--- config.mk ---
export PLATFORM = sky130hd
export DESIGN_NAME = rst_seq_flat
export DESIGN_NICKNAME = d
export VERILOG_FILES = /design/src/rtl/rst_seq_if.sv /design/src/rtl/rst_seq.sv /design/src/flat_wrapper.sv
export SDC_FILE = /design/constraint.sdc
export NUM_CORES = 1
export LEC_CHECK = 0
export ABC_AREA = 0
export BUFFER_PORTS_ARGS = -buffer_cell sky130_fd_sc_hd__buf_2
export CAP_MARGIN = 20
export CORE_MARGIN = 3
export CORE_UTILIZATION = 40
export DETAILED_ROUTE_END_ITERATION = 16
export HOLD_SLACK_MARGIN = 0.05
export PLACE_DENSITY = 0.55
export SYNTH_ARGS = -nofsm -noshare
export SYNTH_HDL_FRONTEND = slang
export SYNTH_SLANG_ARGS = --single-unit
--- constraint.sdc ---
create_clock -name clk -period 2.72 [get_ports clk]
set_input_delay 0.408 -clock clk [delete_from_list [all_inputs] [get_ports clk]]
set_output_delay 0.408 -clock clk [all_outputs]
set_load 0.03 [all_outputs]
--- src/rtl/rst_seq_if.sv ---
// Lock input and staged-reset outputs of the reset sequencer.
// The sequencer owns the master modport; the consumer of the resets uses the slave modport.
interface rst_seq_if #(
  parameter int unsigned CNT_W = 8
);
  logic             pll_locked;
  logic             rst_core_n;
  logic             rst_periph_n;
  logic             ready;
  logic             lock_lost;
  logic [CNT_W-1:0] lock_loss_count;

  modport master (
    input  pll_locked,
    output rst_core_n,
    output rst_periph_n,
    output ready,
    output lock_lost,
    output lock_loss_count
  );

  modport slave (
    output pll_locked,
    input  rst_core_n,
    input  rst_periph_n,
    input  ready,
    input  lock_lost,
    input  lock_loss_count
  );
endinterface

--- src/rtl/rst_seq.sv ---
// Reset sequencer: debounces PLL lock, then releases core and peripheral resets in stages.
// Define RST_SEQ_LOSS_CNT_EN to build the saturating lock-loss counter; otherwise it reads 0.
module rst_seq #(
  parameter int unsigned SYNC_STAGES        = 2,
  parameter int unsigned LOCK_STABLE_CYCLES = 1024,
  parameter int unsigned STAGE_DELAY        = 16,
  parameter int unsigned CNT_W              = 8
) (
  input  logic      clk,
  input  logic      rst_n,
  rst_seq_if.master bus
);

  localparam int unsigned CntMax = (LOCK_STABLE_CYCLES > STAGE_DELAY) ?
                                   LOCK_STABLE_CYCLES : STAGE_DELAY;
  localparam int unsigned CntW   = $clog2(CntMax + 1);
  localparam logic [CntW-1:0] LockLast  = CntW'(LOCK_STABLE_CYCLES - 1);
  localparam logic [CntW-1:0] DelayLast = CntW'(STAGE_DELAY - 1);

  typedef enum logic [1:0] {StReset, StWaitLock, StCore, StRun} state_e;

  logic [SYNC_STAGES-1:0] rst_sync_q;
  logic [SYNC_STAGES-1:0] lock_sync_q;
  logic                   rst_s;
  logic                   lock_s;

  state_e          state_q, state_d;
  logic [CntW-1:0] cnt_q, cnt_d;
  logic            loss;

  logic core_q, core_d;
  logic periph_q, periph_d;
  logic lost_q, lost_d;

  // Both chains share the async reset so rst_n assertion clears them at once.
  always_ff @(posedge clk or negedge rst_n) begin
    if (!rst_n) begin
      rst_sync_q  <= '0;
      lock_sync_q <= '0;
    end else begin
      rst_sync_q  <= {rst_sync_q[SYNC_STAGES-2:0], 1'b1};
      lock_sync_q <= {lock_sync_q[SYNC_STAGES-2:0], bus.pll_locked};
    end
  end

  assign rst_s  = rst_sync_q[SYNC_STAGES-1];
  assign lock_s = lock_sync_q[SYNC_STAGES-1];

  always_ff @(posedge clk or negedge rst_n) begin
    if (!rst_n) begin
      state_q  <= StReset;
      cnt_q    <= '0;
      core_q   <= 1'b0;
      periph_q <= 1'b0;
      lost_q   <= 1'b0;
    end else begin
      state_q  <= state_d;
      cnt_q    <= cnt_d;
      core_q   <= core_d;
      periph_q <= periph_d;
      lost_q   <= lost_d;
    end
  end

  // One counter serves both the lock debounce and the stage delay; it clears on every hand-off.
  always_comb begin
    state_d = state_q;
    cnt_d   = cnt_q;
    loss    = 1'b0;
    unique case (state_q)
      StReset: begin
        if (rst_s) state_d = StWaitLock;
      end
      StWaitLock: begin
        if (!lock_s) begin
          cnt_d = '0;
        end else if (cnt_q == LockLast) begin
          state_d = StCore;
          cnt_d   = '0;
        end else begin
          cnt_d = cnt_q + 1'b1;
        end
      end
      StCore: begin
        if (!lock_s) begin
          loss    = 1'b1;
          state_d = StWaitLock;
          cnt_d   = '0;
        end else if (cnt_q == DelayLast) begin
          state_d = StRun;
          cnt_d   = '0;
        end else begin
          cnt_d = cnt_q + 1'b1;
        end
      end
      StRun: begin
        if (!lock_s) begin
          loss    = 1'b1;
          state_d = StWaitLock;
          cnt_d   = '0;
        end
      end
      default: begin
        state_d = StReset;
        cnt_d   = '0;
      end
    endcase
  end

  // Outputs are decoded from the next state so they change on the same edge as the FSM.
  always_comb begin
    core_d   = (state_d == StCore) || (state_d == StRun);
    periph_d = (state_d == StRun);
    lost_d   = lost_q | loss;
  end

  assign bus.rst_core_n   = core_q;
  assign bus.rst_periph_n = periph_q;
  assign bus.ready        = periph_q;
  assign bus.lock_lost    = lost_q;

`ifdef RST_SEQ_LOSS_CNT_EN
  logic [CNT_W-1:0] count_q, count_d;

  always_comb begin
    count_d = count_q;
    if (loss && (count_q != {CNT_W{1'b1}})) count_d = count_q + 1'b1;
  end

  always_ff @(posedge clk or negedge rst_n) begin
    if (!rst_n) count_q <= '0;
    else        count_q <= count_d;
  end

  assign bus.lock_loss_count = count_q;
`else
  assign bus.lock_loss_count = '0;
`endif

endmodule

--- src/flat_wrapper.sv ---
// flat-port wrapper written by rule: the top's interface ports become plain ports
module rst_seq_flat 
#(
  parameter int unsigned SYNC_STAGES        = 2,
  parameter int unsigned LOCK_STABLE_CYCLES = 1024,
  parameter int unsigned STAGE_DELAY        = 16,
  parameter int unsigned CNT_W              = 8
)
  (clk, rst_n, bus_pll_locked, bus_rst_core_n, bus_rst_periph_n, bus_ready, bus_lock_lost, bus_lock_loss_count);
  rst_seq_if #(.CNT_W(CNT_W)) bus_i ();
  input  logic clk;
  input  logic rst_n;
  input wire logic [$bits(bus_i.pll_locked)-1:0] bus_pll_locked;
  output wire logic [$bits(bus_i.rst_core_n)-1:0] bus_rst_core_n;
  output wire logic [$bits(bus_i.rst_periph_n)-1:0] bus_rst_periph_n;
  output wire logic [$bits(bus_i.ready)-1:0] bus_ready;
  output wire logic [$bits(bus_i.lock_lost)-1:0] bus_lock_lost;
  output wire logic [$bits(bus_i.lock_loss_count)-1:0] bus_lock_loss_count;
  assign bus_i.pll_locked = bus_pll_locked;
  assign bus_rst_core_n = bus_i.rst_core_n;
  assign bus_rst_periph_n = bus_i.rst_periph_n;
  assign bus_ready = bus_i.ready;
  assign bus_lock_lost = bus_i.lock_lost;
  assign bus_lock_loss_count = bus_i.lock_loss_count;
  rst_seq #(.SYNC_STAGES(SYNC_STAGES), .LOCK_STABLE_CYCLES(LOCK_STABLE_CYCLES), .STAGE_DELAY(STAGE_DELAY), .CNT_W(CNT_W)) u_core (.clk(clk), .rst_n(rst_n), .bus(bus_i));
endmodule
==> flow_summary_export.csv <==
group,metric,value,unit
placed_design,dp_hpwl,1780,µm
sta,slew_viol_final,0,
power,p_int,0.000552,W
final_layout,drive_gt1_frac,0.112,
worst_setup_path,critPathMaxFanout,5,
global_route,grt_pass1_vias,916,
final_layout,multi_input_comb_area,651,µm²
global_route,antenna_found_initial,0,
route,drtAntennaViolNets,0,
global_route,top_usage_layer,"met2",
sta,rsz0062_at_grt,"no",
synthesis,synth_edf_count,0,
sta,hold_violations,0,
synthesis,ys_seq_area_frac,0.410,
placed_design,port_buffers,6,
clocking,root_buffer,"clkbuf_4",
clocking,worstSkewPairLatency,290,ps
global_route,grt_pass1_wl,3990,µm
global_route,grt_use_met3,0.0335,
floorplan,rows,19,
route,drt_iter0_drc,18,
worst_setup_path,crit_start,"u_core.cnt_q[0]",
clocking,cts_max_level,1,
power,p_comb_frac,0.481,
placed_design,routabilityCongestion,0.825,
synthesis,synth_cells,128,
sta,setup_viol,0,
synthesis,avgSynthCellArea,9.53,µm²
power,ir_drop,355,µV
worst_setup_path,crit_arrival,2170,ps
outcome,status,"complete, no violations",
placed_design,pre_cts_slack,806,ps
floorplan,die_y,61.2,µm
hold_path,min_from,"bus_pll_locked",
sta,fin_setup_tns,0,ps
floorplan,start_util,0.431,
worst_setup_path,crit_required,2960,ps
floorplan,dieArea,0.00375,mm²
sta,finalCriticalPeriod,1940,ps
synthesis,synth_top_area_cell,"dfrtp_1",
power,seqPwrFrac,0.384,
final_layout,fin_nets,144,
sta,fmax,0.516,GHz
worst_setup_path,setup.worst_path.start_class,"flop",
global_route,grtUsageTotal,0.144,
synthesis,async_flop_share,1.00,
worst_setup_path,endpoint_kind,"flop",
synthesis,yosysUniqueCellTypes,45,
synthesis,synth_ff_type,"dfrtp_1",
clocking,path_clk_slew,110,ps
clocking,cts_sinks,20,
global_route,use_met1,0.187,
worst_setup_path,setup.worst_path.class,"reg -> reg",
route,routed-via-count,989,
final_layout,syn_to_final_growth,4.21,%
power,switchingPower,0.000465,W
synthesis,yosysMostFrequentCell,"dfrtp_1",
synthesis,ys_ff_latch,20,
route,routed_wl,2410,µm
global_route,grt_max_degree,21,
worst_setup_path,r2r_start,"u_core.cnt_q[0]",
floorplan,core,0.00283,mm²
route,routedWlPerCell,14.6,µm
synthesis,synthTopCellsByArea,"dfrtp_1, buf_4, nand2_1, ha_1, o211ai_1",
sta,timing.final.ws_setup,784,ps
floorplan,die-width,61.2,µm
route,drtPass1Iterations,4,
sta,timing.final.crit_share,0.712,
clocking,clock_path_buffers,2,
synthesis,synth_top_area_share,0.410,
synthesis,yosysWarningCount,0,
power,swShare,0.457,
power,p_clk_frac,0.135,
power,pwr_density_cell,800,mW/mm²
floorplan,io_pins,15,
hold_path,hp-class,"in -> reg",
power,p_leak,0.545,nW
clocking,cts_tree,"done",
route,remaining_drc_errors,0,
global_route,use_met2,0.228,
global_route,gr-total-overflow,0,
route,avgViaCountPerCell,5.99,
flow_run,cap_violations,0,
clocking,cts_made_buffers,3,
synthesis,synth_common_cells,"dfrtp_1, nand2_1, buf_4, nand3_1, o21ai_1",
final_layout,ff_latch_area,500,µm²
final_layout,nFillCells,277,
synthesis,syn_area,0.00122,mm²
sta,fin_skew,0.878,ps
final_layout,postLayoutCoreUtil,0.449,
final_layout,n_antenna_cell,0,
==> final cells by class <==
class                           instances  area share
Clock buffer                            3      0.0177
Tap cell                               31      0.0305
Sequential cell                        20       0.394
Timing Repair Buffer                    7      0.0315
Inverter                                5      0.0148
Multi-Input combinational cell         99       0.512
==> repair_timing <==
action,CTS,global route
gates resized for setup,0,0
hold buffers,1,0
buffers inserted,0,0
endpoints found under the hold margin,20,0
==> placed cells by master (no fill, tap or decap), types with 2 or more instances in the layout <==
cell type  synthesis  layout
and4_1             2       2
o21ai_1            6       6
o311ai_1           2       2
nand3_1            7       7
and2_1             3       3
nand2b_1           3       3
o2111ai_1          2       2
clkbuf_4           0       3
conb_1             2       9
o211ai_1           5       5
nor2_1             5       5
o31a_1             2       2
inv_1              5       5
ha_1               5       5
mux2i_1            2       2
nand2_1           18      18
buf_2              1       6
a21oi_1            3       3
dfrtp_1           20      20
==> metal layers <==
layer	vias up	wire length [µm]
met1	486	1120
met2	28	1130
li1	469	-
met5	-	0
met3	6	120
met4	0	33
==> final timing paths <==
check	endpoint	slack [ps]	cells past startpoint
setup / recovery	u_core.bus.ready	780	5
hold / removal	u_core.lock_sync_q[0]	210	1
hold reg to reg	u_core.rst_sync_q[1]	360	0
max in group asynchronous	u_core.cnt_q[3]	1840	2
min in group asynchronous	u_core.lock_sync_q[1]	580	2
setup reg to reg	u_core.bus.ready	780	5
==> sequential cells by signal, summed over array words and instances, names as in the netlist <==
register               cells
u_core.bus.lock_lost       1
u_core.lock_sync_q         2
u_core.bus.rst_core_n      1
u_core.rst_sync_q          2
u_core.bus.ready           1
u_core.cnt_q              11
u_core.state_q             2
==> power by group through the flow <==
stage	clock, W	sequential, W	combinational [W]
floorplan	0	0.000406	0.000374
global placement	0	0.000393	0.000486
detailed placement	0	0.000397	0.000488
CTS	0.000149	0.000391	0.000492
global route	0.000164	0.000398	0.000545
finish	0.000137	0.000390	0.000489
==> worst max-delay path, stage by stage, from the launching register on <==
cell and delay [ps]:
dfrtp_1 430, ha_1 260, nand3_1 200, or4_4 590
a32oi_2 240, and2_1 160
==> cell families (layout without fill, tap and decap cells) <==
kind of cell             count (synthesis)  after routing  share of synthesized area
AO/OA/AOI/OAI                           32             32                      0.205
adder cells (fa/ha/maj)                  5              5                     0.0513
buffers and inverters                   16             15                     0.0779
flip-flops                              20             20                      0.410
multiplexers                             2              2                     0.0164
other                                    2              9                    0.00616
AND/OR/NAND/NOR                         51             51                      0.233
==> per-stage QoR <==
step	cell area, µm²	hold slack [ps]	total power [W]	std cells
global placement	1240	334	0.000879	161
finish	1270	209	0.00102	165
floorplan	1250	112	0.000780	135
global route	1270	182	0.00111	165
CTS	1270	196	0.00103	165
detailed placement	1240	345	0.000885	161
No activity file was read; power rests on OpenSTA's default activity.
